<file path="src/rtl/qos_wrr_scheduler.sv">
// Weighted round-robin pop scheduler for four QoS class FIFOs.
// Per-round service is capped by software weights that are swapped in only between rounds.
module qos_wrr_scheduler #(
  parameter int               NQ          = 4,
  parameter int               WW          = 3,
  parameter logic [NQ*WW-1:0] DEF_WEIGHTS = {3'd1, 3'd2, 3'd3, 3'd4}
) (
  input  logic             clk,
  input  logic             reset,
  input  logic [NQ-1:0]    emptyFIFO,
  input  logic             almost_full,
  input  logic [NQ*WW-1:0] cfg_weights,
  input  logic             cfg_load,
  output logic [NQ-1:0]    pop,
  output logic             valid_out,
  output logic [1:0]       grant_id,
  output logic             round_done
);

  // state     | meaning
  // S_IDLE    | no serviceable class; active weights follow the shadow copy
  // S_SERVE   | issuing pops within the current round
  // S_ROUND_END | one bubble: clear counters, adopt shadow weights
  typedef enum logic [1:0] {S_IDLE, S_SERVE, S_ROUND_END} state_t;

  localparam int IW = (NQ > 1) ? $clog2(NQ) : 1;

  state_t                state_q, state_d;
  logic [NQ-1:0][WW-1:0] wt_q, wt_d;
  logic [NQ-1:0][WW-1:0] sh_q, sh_d;
  logic [NQ-1:0][WW-1:0] cnt_q, cnt_d;
  logic                  valid_out_q, valid_out_d;
  logic [1:0]            grant_id_q, grant_id_d;
  logic                  round_done_q, round_done_d;

  logic [NQ-1:0] elig;
  logic [NQ-1:0] elig_after;
  logic [NQ-1:0] ready_idle;
  logic [NQ-1:0] pop_int;
  logic [IW-1:0] sel;
  logic [WW-1:0] cnt_inc;
  logic          any_elig;
  logic          any_cnt;

  always_comb begin
    any_cnt = 1'b0;
    for (int i = 0; i < NQ; i++) begin
      elig[i]       = !emptyFIFO[i] && (wt_q[i] != '0) && (cnt_q[i] < wt_q[i]);
      ready_idle[i] = !emptyFIFO[i] && (sh_q[i] != '0);
      if (cnt_q[i] != '0) any_cnt = 1'b1;
    end
    any_elig = |elig;
    sel = '0;
    for (int i = NQ - 1; i >= 0; i--) begin
      if (elig[i]) sel = IW'(i);
    end
    cnt_inc = cnt_q[sel] + WW'(1);
    // Look ahead past this pop so the round ends with a single bubble cycle.
    elig_after = elig;
    if (cnt_inc >= wt_q[sel]) elig_after[sel] = 1'b0;
  end

  always_ff @(posedge clk or posedge reset) begin
    if (reset) begin
      state_q      <= S_IDLE;
      wt_q         <= DEF_WEIGHTS;
      sh_q         <= DEF_WEIGHTS;
      cnt_q        <= '0;
      valid_out_q  <= 1'b0;
      grant_id_q   <= '0;
      round_done_q <= 1'b0;
    end else begin
      state_q      <= state_d;
      wt_q         <= wt_d;
      sh_q         <= sh_d;
      cnt_q        <= cnt_d;
      valid_out_q  <= valid_out_d;
      grant_id_q   <= grant_id_d;
      round_done_q <= round_done_d;
    end
  end

  always_comb begin
    state_d = state_q;
    wt_d    = wt_q;
    cnt_d   = cnt_q;
    sh_d    = cfg_load ? cfg_weights : sh_q;
    case (state_q)
      S_IDLE: begin
        wt_d  = sh_q;
        cnt_d = '0;
        if (|ready_idle) state_d = S_SERVE;
      end
      S_SERVE: begin
        if (!almost_full) begin
          if (any_elig) begin
            cnt_d[sel] = cnt_inc;
            if (!(|elig_after)) state_d = S_ROUND_END;
          end else if (any_cnt) begin
            state_d = S_ROUND_END;
          end else begin
            state_d = S_IDLE;
          end
        end
      end
      S_ROUND_END: begin
        cnt_d   = '0;
        wt_d    = sh_q;
        state_d = S_SERVE;
      end
      default: state_d = S_IDLE;
    endcase
  end

  always_comb begin
    pop_int = '0;
    if ((state_q == S_SERVE) && !almost_full && any_elig) pop_int[sel] = 1'b1;
    pop          = reset ? '0 : pop_int;
    valid_out_d  = |pop;
    grant_id_d   = (|pop) ? 2'(sel) : 2'd0;
    round_done_d = (state_q == S_ROUND_END);
  end

  assign valid_out  = valid_out_q;
  assign grant_id   = grant_id_q;
  assign round_done = round_done_q;

endmodule

</file>
<file path="config.mk">
export PLATFORM = sky130hd
export DESIGN_NAME = qos_wrr_scheduler
export DESIGN_NICKNAME = d
export VERILOG_FILES = /design/src/rtl/qos_wrr_scheduler.sv
export SDC_FILE = /design/constraint.sdc
export NUM_CORES = 1
export LEC_CHECK = 0
export ABC_AREA = 1
export CAP_MARGIN = 0
export CORE_UTILIZATION = 47
export DETAILED_ROUTE_END_ITERATION = 16
export HOLD_SLACK_MARGIN = 0.05
export PLACE_DENSITY = 0.7
export RECOVER_POWER = 50
export SLEW_MARGIN = 10
export SYNTH_ARGS = -nofsm -noshare
export SYNTH_HDL_FRONTEND = slang
export SYNTH_SLANG_ARGS = --single-unit
</file>
<file path="constraint.sdc">
create_clock -name clk -period 7.6 [get_ports clk]
set_input_delay 1.14 -clock clk [delete_from_list [all_inputs] [get_ports clk]]
set_output_delay 1.14 -clock clk [all_outputs]
set_load 0.005 [all_outputs]
</file>
== Yosys cells after proc, flatten, opt, wreduce, memory -nomap -nowiden ==
Cells that the tools add are included.

* Input bits: 20
* Register bits after elaboration: 42
* Output and inout bits: 8

* Reduce and logical (&&, ||, !) cells: 41
* Eq/ne operators: 6
* Magnitude comparators: 7
* $add $sub $neg: 1
* Mux-type cells: 30
* Bitwise logic cells: 2

{| class="wikitable"
|+ Operator list
! operator !! number
|-
| $reduce_bool 3->1 || 12
|-
| $mux 12 || 2
|-
| $pmux 12 s2 || 1
|-
| $mux 2 || 10
|-
| $reduce_or 4->1 || 4
|-
| $logic_and 1x1->1 || 15
|-
| $bmux 3 s2 || 2
|-
| $bwmux 12 || 1
|-
| $lt 3x3->1 || 4
|-
| $mux 4 || 3
|-
| $mux 3 || 3
|-
| $demux 3 s2 || 1
|-
| $ne 2x2->1 const B || 3
|-
| $pmux 2 s3 || 1
|-
| $reduce_and 3->1 || 2
|-
| $logic_not 1->1 || 5
|-
| $mux 1 || 5
|-
| $and 4x4->4 || 1
|-
| $not 4->4 || 1
|-
| $add 3x1->3 const B || 1
|-
| $ge 3x3->1 || 1
|-
| $lt 2x3->1 const B || 1
|-
| $ne 3x3->1 const B || 1
|-
| $demux 1 s2 || 1
|-
| 6 further kinds || 6
|}

== Longest topological paths before layout ==
Gate-level depths: netlist of the first run.

* Word-level depth: 19
* Depth in mapped cells: 26
* Gate-level depth less buffers: 26

== Worst setup path before layout of the first run ==
OpenSTA, ideal clock, no wires.

* Path kind: input to output
* Start: input port reset
* End: output port pop[1]
* Stages: 3
* Buffers on the path: 0
* Path slack: 4.183 ns
* Arrival time: 2.277 ns
* Required time: 6.460 ns
* Cells stage by stage: inv_1 -> nand2_1 -> inv_1

* Cells in the longest elaborated chain, start to end: 1

{| class="wikitable"
|+ Ends and longest elaborated chain
! what !! line !! RTL
|-
| from (decl) || 9 || <nowiki>input logic reset,</nowiki>
|-
| $mux 4 || 118 || <nowiki>pop = reset ? '0 : pop_int;</nowiki>
|-
| to (decl) || 14 || <nowiki>output logic [NQ-1:0] pop,</nowiki>
|}

No other way between the ends.

== Final worst setup path of the first run ==
* Start: input port emptyFIFO[0]
* End: output port pop[1]

* Cells in the longest elaborated chain, start to end: 10
* Elaborated cells between the ends (all ways): 13
* Classes of those cells: order compare: 2; mux: 5; reduce/logical: 6

{| class="wikitable"
|+ Ends and longest elaborated chain
! what !! line !! RTL
|-
| from (decl) || 10 || <nowiki>input logic [NQ-1:0] emptyFIFO,</nowiki>
|-
| $logic_not 1->1 (*) || 48 || <nowiki>elig[i] = !emptyFIFO[i] && (wt_q[i] != '0) && (cnt_q[i] < wt_q[i]);</nowiki>
|-
| $logic_and 1x1->1 (*) (2 in series) || 48 ||
|-
| $mux 2 || 55 || <nowiki>if (elig[i]) sel = IW'(i);</nowiki>
|-
| $lt 2x3->1 (implied by the code) or $ge 2x1->1 (tied branches) || 117 || <nowiki>if ((state_q == S_SERVE) && !almost_full && any_elig) pop_int[sel] = 1'b1;</nowiki>
|-
| $logic_and 1x1->1 (implied by the code) || 117 ||
|-
| $mux 1 (implied by the code) || 117 ||
|-
| $demux 1 s2 || 117 ||
|-
| $mux 4 (*) || 117 ||
|-
| $mux 4 (*) || 118 ||
|}

Every way passes the cells marked *; elsewhere a longest branch is shown, timed or not.

==> results of run 1 <==
==> registers in the layout, summed over array words and instances, names as in the netlist <==
register,cells
grant_id,2
wt_q,12
cnt_q,12
valid_out,1
sh_q,12
state_q,2
round_done,1
==> cells by family after synthesis <==
logic type / Yosys count / synth area share, %
DFF: 42 / 41.6
AOI/OAI and AO/OA: 51 / 11.3
buffers and inverters: 70 / 10.4
adders and majority gates: 12 / 5.87
and+or+nand+nor: 151 / 30.9
==> cells in the final DEF (no fill, tap or decap), drive strengths merged <==
cell type / Yosys / layout
nand2: 88 / 88
inv: 63 / 63
dfrtp: 32 / 32
o21ai: 31 / 31
nor2: 31 / 31
clkdlybuf4s50: 0 / 26
nand3: 18 / 18
ha: 12 / 12
dfstp: 10 / 10
o22ai: 8 / 8
clkbuf: 5 / 8
nor3: 7 / 7
a21oi: 4 / 4
a31oi: 3 / 3
nor4: 3 / 3
nand4: 3 / 3
clkinv: 1 / 3
o211ai: 1 / 1
a22oi: 1 / 1
or2: 1 / 1
a211oi: 1 / 1
o2111ai: 1 / 1
o221ai: 1 / 1
dlygate4sd3: 0 / 1
==> layer usage <==
layer,GRT usage [%],part of all wire [%],vias up
met5,0,0,-
met3,4.63,3.8,11
met4,8.02,1.8,0
li1,-,-,1100
met2,34.1,46,52
met1,29.6,48,932
==> worst max-delay path: stages <==
cell and delay [ns]:
clkdlybuf4s50_1 0.43, nor2_1 0.12, nand2_1 0.05, inv_1 0.08, nand3_4 0.12, nand2_8 0.14, nor2_4 0.06, nor3_4 0.17
nand2_2 0.08, nor2_2 0.14, nand2_1 0.08, inv_1 0.05, clkdlybuf4s50_1 0.48
==> per-stage QoR <==
| stage | total power [uW] | util (%) |
|---|---|---|
| floorplan | 934 | - |
| global placement | 1090 | 56.1 |
| detailed placement | 1110 | 56.1 |
| CTS | 1250 | 57.8 |
| global route | 1370 | 57.7 |
| finish | 1240 | 57.7 |
==> final cells by class <==
class                      instances  area (um2)  area share (%)
multi-input combinational        214        1230            41.1
sequential                        42        1060            35.7
timing repair buffer              29         278            9.31
inverter                          64         240            8.05
tap                               70        87.6            2.94
clock buffer                       6        72.6            2.43
clock inverter                     2        13.8           0.461
==> power by group <==
part	total [uW]	switching, uW	leakage [uW]	internal (uW)
Clock	142	77.1	0.0000452	64.8
Sequential	352	55.0	0.000523	297
Combinational	750	482	0.000916	268
Total	1240	615	0.00148	630
==> how the worst max path moves through the flow <==
stage | slack [ns] | endpoint
2_1_floorplan | 4.18 | pop[1]
4_1_cts | 3.29 | pop[1]
3_5_place_dp | 3.29 | pop[1]
3_3_place_gp | 3.36 | pop[1]
6_report | 3.30 | pop[1]
5_1_grt | 3.07 | pop[1]
==> flow_summary.ini, run 1 <==
[status]
status = complete, but fails checks
violations = max-capacitance violations, max-slew violations

[yosys]
yosysTopAreaCell = dfrtp_1
yosys_warnings = 0
ys_seq_area_share_pct = 41.6
synth_ff_type = dfrtp_1
avgSynthCellArea_um2 = 7.84
synth_area_leaders = dfrtp_1 31%, nand2_1 11%, dfstp_2 10%
netlist-cell-type-count = 36
syn-num-nets = 358
synth_common_cells = 72 x nand2_1, 58 x inv_1, 32 x dfrtp_1
synth_seq_cells = 42
yosys.area.top_type_share_pct = 31.3
syn_area_mm2 = 0.00256
synth-edff-count = 0
synth-async-reset-ratio_pct = 100
yosysMostFrequentCell = nand2_1
synth_cells = 326

[worst_setup_path]
critPathKind = in -> out
reg2reg_to = state_q[0]
reg2reg_depth = 23
cp_max_fo = 6
reg2reg_slack_ns = 4.08
worstReg2RegStart = wt_q[2]
critical_path_arrival_ns = 3.16
required_ns = 6.46
cp-startpoint = emptyFIFO[0]
start_kind = primary input
endpoint_kind = output port

[floorplanning]
die_h_um = 75.8
core-area_mm2 = 0.00517
fp-row-count = 26
io_pins = 28
chipWidth_um = 75.8
start_util_pct = 49.4
die-area_mm2 = 0.00574

[clock_tree]
htreeDepth = 2
cts_tree = yes
clock_latency_ns = 0.30
clkSinkCount = 42
postCtsSetupBuffers = 0
cts.repair.resized = 0
cts-root-buf = clkbuf_8
cts_buffers = 5
cts_max_path_buffers = 2
clk_pin_slew_ns = 0.08
postCtsHoldBufs = 0

[power]
irDropWorstVdd_mv = 0.210
power.density_mw_per_mm2 = 417
p_leak_uw = 0.00148

[finish]
final_cells = 427
fillers = 489
finalNetCount = 388
area_growth_pct = 16.6
fin_area_mm2 = 0.00298
diodes = 0
drive_gt1_share_pct = 14.6

[sta]
finalHoldViolCount = 0
slew_violations = 43
fin_worst_skew_ns = 0.00910
tightest_slew_ns = 2.18
relSlewSlack_pct = -45.5
worst_slack_ns = 3.30
fin_tns_setup_ns = 0
rsz0062_at_grt = no
setup_viol = 0
fin_crit_ns = 4.30
max_freq_ghz = 0.233
fin_crit_sh_pct = 56.6
worst_hold_slack_ns = 0.502

[detailed_routing]
via_count = 2095
drtIter0Drc = 124
routedWlPerCell_um = 12.4
dr.pass1.iters = 4
ant_nets = 0
drc_errors = 0
drt_wl_total_um = 5310
vias_per_cell = 4.91

[global_route]
grt_pass1_vias = 2009
antenna_found_initial = 0
grt_max_degree = 43
grt_pass1_wl_um = 9240
overflow = 0
grt_use_total_pct = 21.8

[worst_hold_path]
worstHoldEndpoint = sh_q[7]
hold_depth = 2
hp-start = sh_q[7]
worstHoldPathType = reg -> reg

[place]
hpwl_um = 4110
dp.cells = 419
io_buffers = 27
routabilityCongestion = 0.916
placed_area_mm2 = 0.00290
dp_slack_ns = 3.29

[job]
drv_cap = 1
Power figures use the tool's default switching activity.
==> inputs of run 2 (changes only) <==
==> constraint.sdc (replaced) <==
create_clock -name clk -period 4.5 [get_ports clk]
set_input_delay 0.675 -clock clk [delete_from_list [all_inputs] [get_ports clk]]
set_output_delay 0.675 -clock clk [all_outputs]
set_load 0.005 [all_outputs]
==> flow_summary.ini, run 2 (synthesis gave the netlist of run 1 again) <==
[detailed_routing]
routedWlPerCell_um = 12.3
drtIter0Drc = 116
drt_wl_total_um = 5250
dr.pass1.iters = 4
via_count = 2120
ant_nets = 0
vias_per_cell = 4.96
drc_errors = 0

[clock_tree]
clkSinkCount = 42
cts-root-buf = clkbuf_8
cts_tree = yes
cts_max_path_buffers = 2
htreeDepth = 2
clk_pin_slew_ns = 0.08
cts_buffers = 5
postCtsHoldBufs = 0
cts.repair.resized = 0
postCtsSetupBuffers = 0
clock_latency_ns = 0.30

[sta]
rsz0062_at_grt = no
fin_crit_ns = 3.46
fin_crit_sh_pct = 76.9
finalHoldViolCount = 0
fin_tns_setup_ns = 0
worst_hold_slack_ns = 0.490
max_freq_ghz = 0.289
setup_viol = 0
fin_worst_skew_ns = 0.00967
relSlewSlack_pct = -41.7
worst_slack_ns = 1.04
slew_violations = 43
tightest_slew_ns = 2.13

[power]
p_leak_uw = 0.00149
irDropWorstVdd_mv = 0.313
power.density_mw_per_mm2 = 713

[worst_setup_path]
slowest_stage = dfstp_2
required_ns = 3.83
reg2reg_depth = 23
critical_path_arrival_ns = 2.78
reg2reg_to = state_q[0]
endpoint_kind = output port
path_cells = inv_1 > ha_1 > nand2_1 > nand2_1 > inv_1 > nand3_4 > nand2_8 > nor2_4 > nor3_4 > nand2_2 > nor2_2 > nand2_1 > inv_1 > clkdlybuf4s50_1
worstReg2RegStart = wt_q[2]
cp_max_fo = 6
start_kind = flop
reg2reg_slack_ns = 1.09
critPathKind = reg -> out
critPathMaxStageDelay_ns = 0.56

[finish]
top_regs = cnt_q (12), sh_q (12), wt_q (12)
fillers = 475
diodes = 0
drive_gt1_share_pct = 14.8
area_growth_pct = 17.7
finalNetCount = 388
layout_commonest_cell = nand2_1
multi_input_area_mm2 = 0.00123
utilization_pct = 58.2
layout_common_cells = 72 x nand2_1, 58 x inv_1, 32 x dfrtp_1
ff_latch_area_mm2 = 0.00106

[status]
status = complete, but fails checks
violations = max-capacitance violations, max-slew violations

[floorplanning]
core-area_mm2 = 0.00517
die-area_mm2 = 0.00574
fp-row-count = 26
io_pins = 28
chipWidth_um = 75.8
die_h_um = 75.8
start_util_pct = 49.4

[global_route]
overflow = 0
grt_pass1_vias = 2043
grt_use_total_pct = 21.6
grt_max_degree = 43
grt_pass1_wl_um = 9060
antenna_found_initial = 0

[place]
routabilityCongestion = 0.928
hpwl_um = 4190
dp_slack_ns = 0.824
io_buffers = 27

[worst_hold_path]
worstHoldPathType = reg -> reg
hp-start = wt_q[10]
hold_depth = 2
worstHoldEndpoint = wt_q[10]

[job]
drv_cap = 1
-- run 2: cell types whose count changed in the layout (fill, tap and decap cells not counted), sizes merged --
cell | previous run | this run
buf | 0 | 1
bufinv | 0 | 1
clkbuf | 8 | 7
clkinv | 3 | 1
clkinvlp | 0 | 1
-- run 2: layout make-up --
| type | count | area share (%) |
|---|---|---|
| clock buffers | 6 | 2.41 |
| clock inverters | 2 | 1.25 |
| inverters | 64 | 7.98 |
| multi-input cells | 214 | 40.8 |
| flip-flops and latches | 42 | 35.3 |
| well taps | 70 | 2.91 |
| repair buffers | 29 | 9.35 |
-- run 2: report_power, final --
part           internal [uW]  switching [uW]
Clock                    165             127
Sequential               501            95.1
Combinational            452             806
Total                   1120            1030
-- run 2: worst max-delay path, delay by kind of cell, from the launching register on --
kind | cells | cell delay (ns)
adder cells (fa/ha/maj) | 1 | 0.30
buffers and inverters | 4 | 0.68
flip-flops | 1 | 0.56
AND/OR/NAND/NOR | 9 | 0.95
-- run 2: worst max-delay path by stage --
stage / cells past startpoint / endpoint / startpoint / slack (ns)
6_report: 14 / pop[1] / wt_q[2] / 1.04
4_1_cts: 14 / pop[1] / wt_q[2] / 1.02
5_1_grt: 23 / state_q[0] / wt_q[2] / 0.72
3_5_place_dp: 22 / state_q[0] / emptyFIFO[3] / 0.82
2_1_floorplan: 23 / state_q[0] / wt_q[7] / 1.46
3_3_place_gp: 22 / state_q[0] / emptyFIFO[3] / 0.91
-- run 2: routing by layer --
metal	routed length [um]	up-vias	share of wire, %	global-route usage (%)
li1	-	1099	-	-
met1	2370	939	45	27.7
met2	2420	65	46	34.3
met3	282	17	5.4	4.76
met4	179	0	3.4	11.1
met5	0	-	0	0
-- run 2: metrics by stage --
| step | power, uW | std cells | area [um2] |
|---|---|---|---|
| 6_report | 2150 | 427 | 3010 |
| 5_1_grt | 2360 | 427 | 3010 |
| 3_3_place_gp | 1830 | 419 | 2900 |
| 3_5_place_dp | 1860 | 419 | 2900 |
| 4_1_cts | 2160 | 427 | 3010 |
| 2_1_floorplan | 1580 | 326 | 2560 |
